`src/rtl/pc_branch_pkg.sv`:
```
// Shared types and helpers for the program-counter sequencer.
// Holds the sequencer state encoding, default widths and the offset
// sign-extension helper used by the PC adder.
package pc_branch_pkg;

    // Sequencer states, 2-bit encoding.
    typedef enum logic [1:0] {
        IDLE   = 2'd0,
        RUN    = 2'd1,
        HALTED = 2'd2
    } state_e;

    localparam int PC_W_DEF  = 10;
    localparam int OFF_W_DEF = 8;

    // Sign-extend the low off_w bits of off to 32 bits.
    // off_w must be in the range 1..32.
    function automatic logic signed [31:0] sext_off(input logic [31:0] off,
                                                    input int unsigned off_w);
        logic signed [31:0] tmp;
        tmp = $signed(off << (32 - off_w));
        return tmp >>> (32 - off_w);
    endfunction

endpackage

```
`src/rtl/pc_branch_ctrl_branch_cond.sv`:
```
// Branch resolution: decides whether the current instruction redirects
// the PC. The flip bit inverts the sense of a conditional branch; an
// unconditional jump always redirects, independent of flag/flip.
module branch_cond (
    input  logic branch,
    input  logic jump,
    input  logic flagin,
    input  logic flipin,
    output logic take_target
);

    // Redirect on any jump, or on a branch whose flag differs from flip.
    assign take_target = jump | (branch & (flagin ^ flipin));

endmodule

```
`src/rtl/pc_branch_ctrl.sv`:
```
// Program-counter sequencer: steps the PC through instruction ROM,
// resolving conditional branches from the registered flag/flip bits and
// handling start, stall and halt.
// Optional feature macro: PC_BRANCH_CTRL_ICOUNT_EN adds a saturating
// 32-bit count of executed (non-stalled) RUN cycles on port icount.
module pc_branch_ctrl
    import pc_branch_pkg::*;
#(
    parameter int PC_W       = PC_W_DEF,
    parameter int OFF_W      = OFF_W_DEF,
    parameter int START_ADDR = 0
) (
    input  logic             CLK,
    input  logic             RST_N,
    input  logic             start,
    input  logic             stall,
    input  logic             flagin,
    input  logic             flipin,
    input  logic             branch,
    input  logic             jump,
    input  logic             halt,
    input  logic [OFF_W-1:0] offset,
    output logic [PC_W-1:0]  pc,
    output logic             busy,
    output logic             done
`ifdef PC_BRANCH_CTRL_ICOUNT_EN
    ,
    output logic [31:0]      icount
`endif
);

    localparam logic [PC_W-1:0] START_PC = START_ADDR[PC_W-1:0];

    state_e              state;
    logic   [PC_W-1:0]   pc_q;
    logic                take;
    logic signed [PC_W-1:0] off_ext;
    logic   [PC_W-1:0]   pc_next_run;
    logic                restart;

    branch_cond u_branch_cond (
        .branch      (branch),
        .jump        (jump),
        .flagin      (flagin),
        .flipin      (flipin),
        .take_target (take)
    );

    // Offset sign-extended to PC width; sums wrap modulo 2^PC_W.
    always_comb begin
        off_ext     = PC_W'(sext_off(32'(offset), OFF_W));
        pc_next_run = take ? (pc_q + off_ext) : (pc_q + 1'b1);
        restart     = start && ((state == IDLE) || (state == HALTED));
    end

    // FSM and PC register; stall freezes everything while in RUN.
    always_ff @(posedge CLK or negedge RST_N) begin
        if (!RST_N) begin
            state <= IDLE;
            pc_q  <= START_PC;
        end else begin
            case (state)
                IDLE, HALTED: begin
                    if (start) begin
                        pc_q  <= START_PC;
                        state <= RUN;
                    end
                end
                RUN: begin
                    if (!stall) begin
                        if (halt) begin
                            state <= HALTED;
                        end else begin
                            pc_q <= pc_next_run;
                        end
                    end
                end
                default: begin
                    state <= IDLE;
                end
            endcase
        end
    end

    assign pc   = pc_q;
    assign busy = (state == RUN);
    assign done = (state == HALTED);

`ifdef PC_BRANCH_CTRL_ICOUNT_EN
    logic [31:0] icount_q;

    // Count executed RUN cycles (halt cycle included); saturates, held in HALTED.
    always_ff @(posedge CLK or negedge RST_N) begin
        if (!RST_N) begin
            icount_q <= '0;
        end else if (restart) begin
            icount_q <= '0;
        end else if ((state == RUN) && !stall && (icount_q != 32'hFFFF_FFFF)) begin
            icount_q <= icount_q + 32'd1;
        end
    end

    assign icount = icount_q;
`else
    logic unused_restart;
    assign unused_restart = restart;
`endif

endmodule
```
`config.mk`:
```
export PLATFORM = sky130hd
export DESIGN_NAME = pc_branch_ctrl
export DESIGN_NICKNAME = d
export VERILOG_FILES = /design/src/rtl/pc_branch_pkg.sv /design/src/rtl/pc_branch_ctrl_branch_cond.sv /design/src/rtl/pc_branch_ctrl.sv
export SDC_FILE = /design/constraint.sdc
export NUM_CORES = 1
export LEC_CHECK = 0
export CELL_PAD_IN_SITES_DETAIL_PLACEMENT = 0
export CELL_PAD_IN_SITES_GLOBAL_PLACEMENT = 2
export CORE_MARGIN = 2
export CORE_UTILIZATION = 29
export DETAILED_ROUTE_END_ITERATION = 10
export GPL_ROUTABILITY_DRIVEN = 0
export HOLD_SLACK_MARGIN = 0.03
export PLACE_DENSITY = 0.8
export SYNTH_ARGS = -nofsm -noshare
export SYNTH_HDL_FRONTEND = slang
export SYNTH_SLANG_ARGS = --single-unit
```
`constraint.sdc`:
```
create_clock -name CLK -period 4.85 [get_ports CLK]
set_input_delay 0.7275 -clock CLK [delete_from_list [all_inputs] [get_ports CLK]]
set_output_delay 0.7275 -clock CLK [all_outputs]
set_load 0.03 [all_outputs]
```
==> results summary <==
The share of post-route cells with drive strength above 1 came out at 0.0720. The max-capacitance violation count came out at 0. The count of hold-fix buffers inserted at cts came out at 0. The ratio of total power to cell area is 455 mW/mm2.

The clock latency reported for the late side of the worst-skew pair came out at 0.27 ns. The starting utilization of the core area is 0.304. Entering global routing, the biggest net connects 14 pins. The via density per instance is 4.78. The total number of vias came out at 808. The initial antenna violation count is 0. The number of nets in the layout is 154.

The width of the chip is 60.3 um. The largest voltage drop on the vdd net is 0.000163 V. The total wire length after detailed routing came out at 2140 um. The number of nets in the synthesized netlist came out at 122. The highest clock frequency the design can meet came out at 315 MHz. For this run, the number of Yosys warnings is 0. The number of gates resized after cts is 0. The final setup violation count is 0. The number of detailed-routing iterations run before antenna repair is 4. After synthesis, the cell types taking the most area are sky130_fd_sc_hd__dfrtp_1 (33%), sky130_fd_sc_hd__ha_1 (12%), sky130_fd_sc_hd__nor2b_1 (5.4%), sky130_fd_sc_hd__a22o_1 (4.8%), sky130_fd_sc_hd__xor2_1 (3.8%).

The relative area change from synthesis to final layout came out at 38.4%. The antenna diode instance count is 0. The top cell type by total area after synthesis is sky130_fd_sc_hd__dfrtp_1. The number of buffers inserted by post-CTS setup repair is 0. The detailed router's first-iteration violation count is 28. The proportion of synthesized chip area in sequential cells came out at 0.327. The floorplan step set the die height to 60.3 um. The relative max-transition margin came out at 0.273.

Counting along the longest clock path gives a buffer depth of 2. The worst endpoint data arrival time came out at 3.35 ns. Port buffering added 28 buffers. The post-detailed-route wirelength per cell is 12.7 um. The count of cells along the worst hold path came out at 2. The die covers 0.00364 mm2.

The cell count after placement came out at 166. The setup TNS came out at 0 ns. The fraction of met2 tracks used by global routing came out at 0.207. The number of buffers inserted during clock tree synthesis is 3. The detail route stage leaves a number of antenna-violating nets equal to 0.

The TritonCTS clock tree is yes. Hold is met by 0.532 ns. The total grt overflow came out at 0. The worst register-to-register path has a depth of 9.

In the layout the commonest cells are sky130_fd_sc_hd__clkdlybuf4s50_1 (28), sky130_fd_sc_hd__dfrtp_1 (12), sky130_fd_sc_hd__inv_1 (9), sky130_fd_sc_hd__ha_1 (9), sky130_fd_sc_hd__nor2b_1 (8). For this run, global-route usage on met1 was measured as 0.173. For the worst setup path, the data required time is 5.02 ns. The flow ran to the end, and the final reports show no timing, DRC or antenna violations.

The final number of hold-violating endpoints is 0. The cell count after synthesis came out at 95. In the global route stage, met3 resource usage came out at 0.0195. The total global routing track utilization came out at 0.131. The worst register-to-register path ends at pc[6]. The first-pass GRT wire length came out at 3470 um. In this run the critical register-to-register path is launched from pc[0]. STA classifies the critical path endpoint as a flip-flop. The standard-cell row count came out at 20. The maximum clock skew at final layout came out at 0.00629 ns.

The number of global-route vias before repair is 774. Setup repair after global routing left no endpoint under its margin. The total half-perimeter wirelength after legalization and detailed placement is 1680 um. In this run the most critical hold path is launched from pc[9].

The global routing stage identified its most utilized layer as met2. The critical path is of the primary input to flip-flop type. The number of levels in the clock H-tree came out at 1. The post-layout instance count excluding filler cells came out at 169. The synthesized area divided by synthesized cell count came out at 9.68 um2. After clock tree synthesis, the clock-pin slew on the worst setup and hold paths is 0.08 ns. The maximum fanout encountered on the critical timing path came out at 8. For the pin with the worst max-slew slack, the measured transition is 1.09 ns. The reg2reg setup slack came out at 2.79 ns. The launching element type of the critical path is a primary input. The area of the placeable core is 0.00303 mm2. The static leakage came out at 0.580 nW. The path class of the tightest hold or removal check is flip-flop to flip-flop. The proportion of netlist area held by the largest area contributor is 0.327. The library cell used most frequently in the layout, excluding fill and tap cells, is sky130_fd_sc_hd__clkdlybuf4s50_1. The detailed-route DRC error count came out at 0. The post-route fraction of the period consumed by the critical path is 0.655. The post-synth design cell area is 920 um2. The tree built by TritonCTS fans out to 12 sinks.

In this run the count of I/O pins placed on the die edge is 29. The count of different cell masters after synthesis is 36. The worst hold path terminates at pc[9].

The flip-flop and latch count after synthesis came out at 12. The clock root buffer is sky130_fd_sc_hd__clkbuf_4. The minimum clock period after layout came out at 3.18 ns. The final max-slew violation count came out at 0.
[registers in the layout, indices dropped and copies added (netlist names)]
register,count
pc,10
state,2
[per-layer routing]
layer / wire length, um / part of all wire / vias to the layer above
li1: - / - / 407
met1: 1040 / 0.49 / 377
met2: 978 / 0.46 / 20
met3: 76 / 0.036 / 4
met4: 38 / 0.018 / 0
met5: 0 / 0 / -
[worst max-delay path, cell delays in order]
cell	delay (ns)
sky130_fd_sc_hd__clkdlybuf4s50_1	0.47
sky130_fd_sc_hd__xor2_1	0.17
sky130_fd_sc_hd__a21oi_2	0.15
sky130_fd_sc_hd__or2_2	0.30
sky130_fd_sc_hd__ha_1	0.19
sky130_fd_sc_hd__inv_1	0.07
sky130_fd_sc_hd__fa_1	0.23
sky130_fd_sc_hd__nor2b_4	0.05
sky130_fd_sc_hd__o21a_1	0.18
sky130_fd_sc_hd__o21ai_2	0.16
sky130_fd_sc_hd__a21boi_1	0.10
sky130_fd_sc_hd__or3_1	0.31
sky130_fd_sc_hd__a32o_1	0.24
[kinds of logic (layout without fill, tap and decap cells)]
group / after synthesis / in the layout / synth area share
AO/OA/AOI/OAI: 31 / 31 / 0.250
XOR/XNOR: 6 / 6 / 0.0571
AND/OR/NAND/NOR: 26 / 26 / 0.180
buffers and inverters: 10 / 40 / 0.0422
flip-flops: 12 / 12 / 0.327
adder cells (fa/ha/maj): 10 / 10 / 0.144
[worst max-delay path by stage]
| stage | startpoint | end | slack [ns] | cells past startpoint |
|---|---|---|---|---|
| 3_5_place_dp | flagin | pc[6] | 1.38 | 13 |
| 4_1_cts | flagin | pc[6] | 1.67 | 13 |
| 3_3_place_gp | flipin | pc[9] | 1.43 | 12 |
| 5_1_grt | flipin | pc[6] | 1.46 | 13 |
| 6_report | flagin | pc[6] | 1.67 | 13 |
| 2_1_floorplan | flipin | pc[6] | 2.02 | 12 |
[through the flow]
| stage | cell area [um2] | power, W | utilization | worst slack, ns |
|---|---|---|---|---|
| 2_1_floorplan | 920 | 0.000398 | - | 2.02 |
| 3_3_place_gp | 1250 | 0.000519 | 0.413 | 1.43 |
| 3_5_place_dp | 1250 | 0.000520 | 0.413 | 1.38 |
| 4_1_cts | 1270 | 0.000584 | 0.420 | 1.67 |
| 5_1_grt | 1270 | 0.000623 | 0.420 | 1.46 |
| 6_report | 1270 | 0.000578 | 0.420 | 1.67 |
[report_power, final]
group / total (W) / internal, W / switching [W]
Clock: 0.0000622 / 0.0000288 / 0.0000335
Sequential: 0.000160 / 0.000133 / 0.0000274
Combinational: 0.000356 / 0.000162 / 0.000194
[Yosys cell counts]
cell type	number
sky130_fd_sc_hd__dfrtp_1	12
sky130_fd_sc_hd__ha_1	9
sky130_fd_sc_hd__inv_1	9
sky130_fd_sc_hd__nor2b_1	8
sky130_fd_sc_hd__a21oi_1	5
sky130_fd_sc_hd__a22o_1	5
sky130_fd_sc_hd__nand2_1	5
sky130_fd_sc_hd__xor2_1	4
sky130_fd_sc_hd__a21o_1	3
sky130_fd_sc_hd__a32o_1	3
sky130_fd_sc_hd__o21ai_1	3
sky130_fd_sc_hd__nand2b_1	2
sky130_fd_sc_hd__o21a_1	2
sky130_fd_sc_hd__or3_1	2
sky130_fd_sc_hd__xnor2_1	2
sky130_fd_sc_hd__a21boi_1	1
sky130_fd_sc_hd__a21oi_2	1
sky130_fd_sc_hd__a221oi_1	1
sky130_fd_sc_hd__a2bb2oi_1	1
sky130_fd_sc_hd__and2b_2	1
sky130_fd_sc_hd__and3_1	1
sky130_fd_sc_hd__buf_2	1
sky130_fd_sc_hd__fa_1	1
sky130_fd_sc_hd__nand3_1	1
sky130_fd_sc_hd__nand4_1	1
sky130_fd_sc_hd__nor2_1	1
sky130_fd_sc_hd__nor2b_4	1
sky130_fd_sc_hd__nor3_1	1
sky130_fd_sc_hd__nor3_4	1
sky130_fd_sc_hd__o21ai_0	1
sky130_fd_sc_hd__o21ai_2	1
sky130_fd_sc_hd__o22ai_1	1
sky130_fd_sc_hd__o31ai_1	1
sky130_fd_sc_hd__o32ai_1	1
sky130_fd_sc_hd__o41ai_1	1
sky130_fd_sc_hd__or2_2	1
[layout make-up]
type | count | area [um2]
timing repair buffer | 28 | 280
clock buffer | 3 | 22.5
fill | 307 | 1760
tap | 44 | 55.1
multi-input combinational | 73 | 581
sequential | 12 | 300
inverter | 9 | 33.8
No activity file was read; power rests on OpenSTA's default activity.
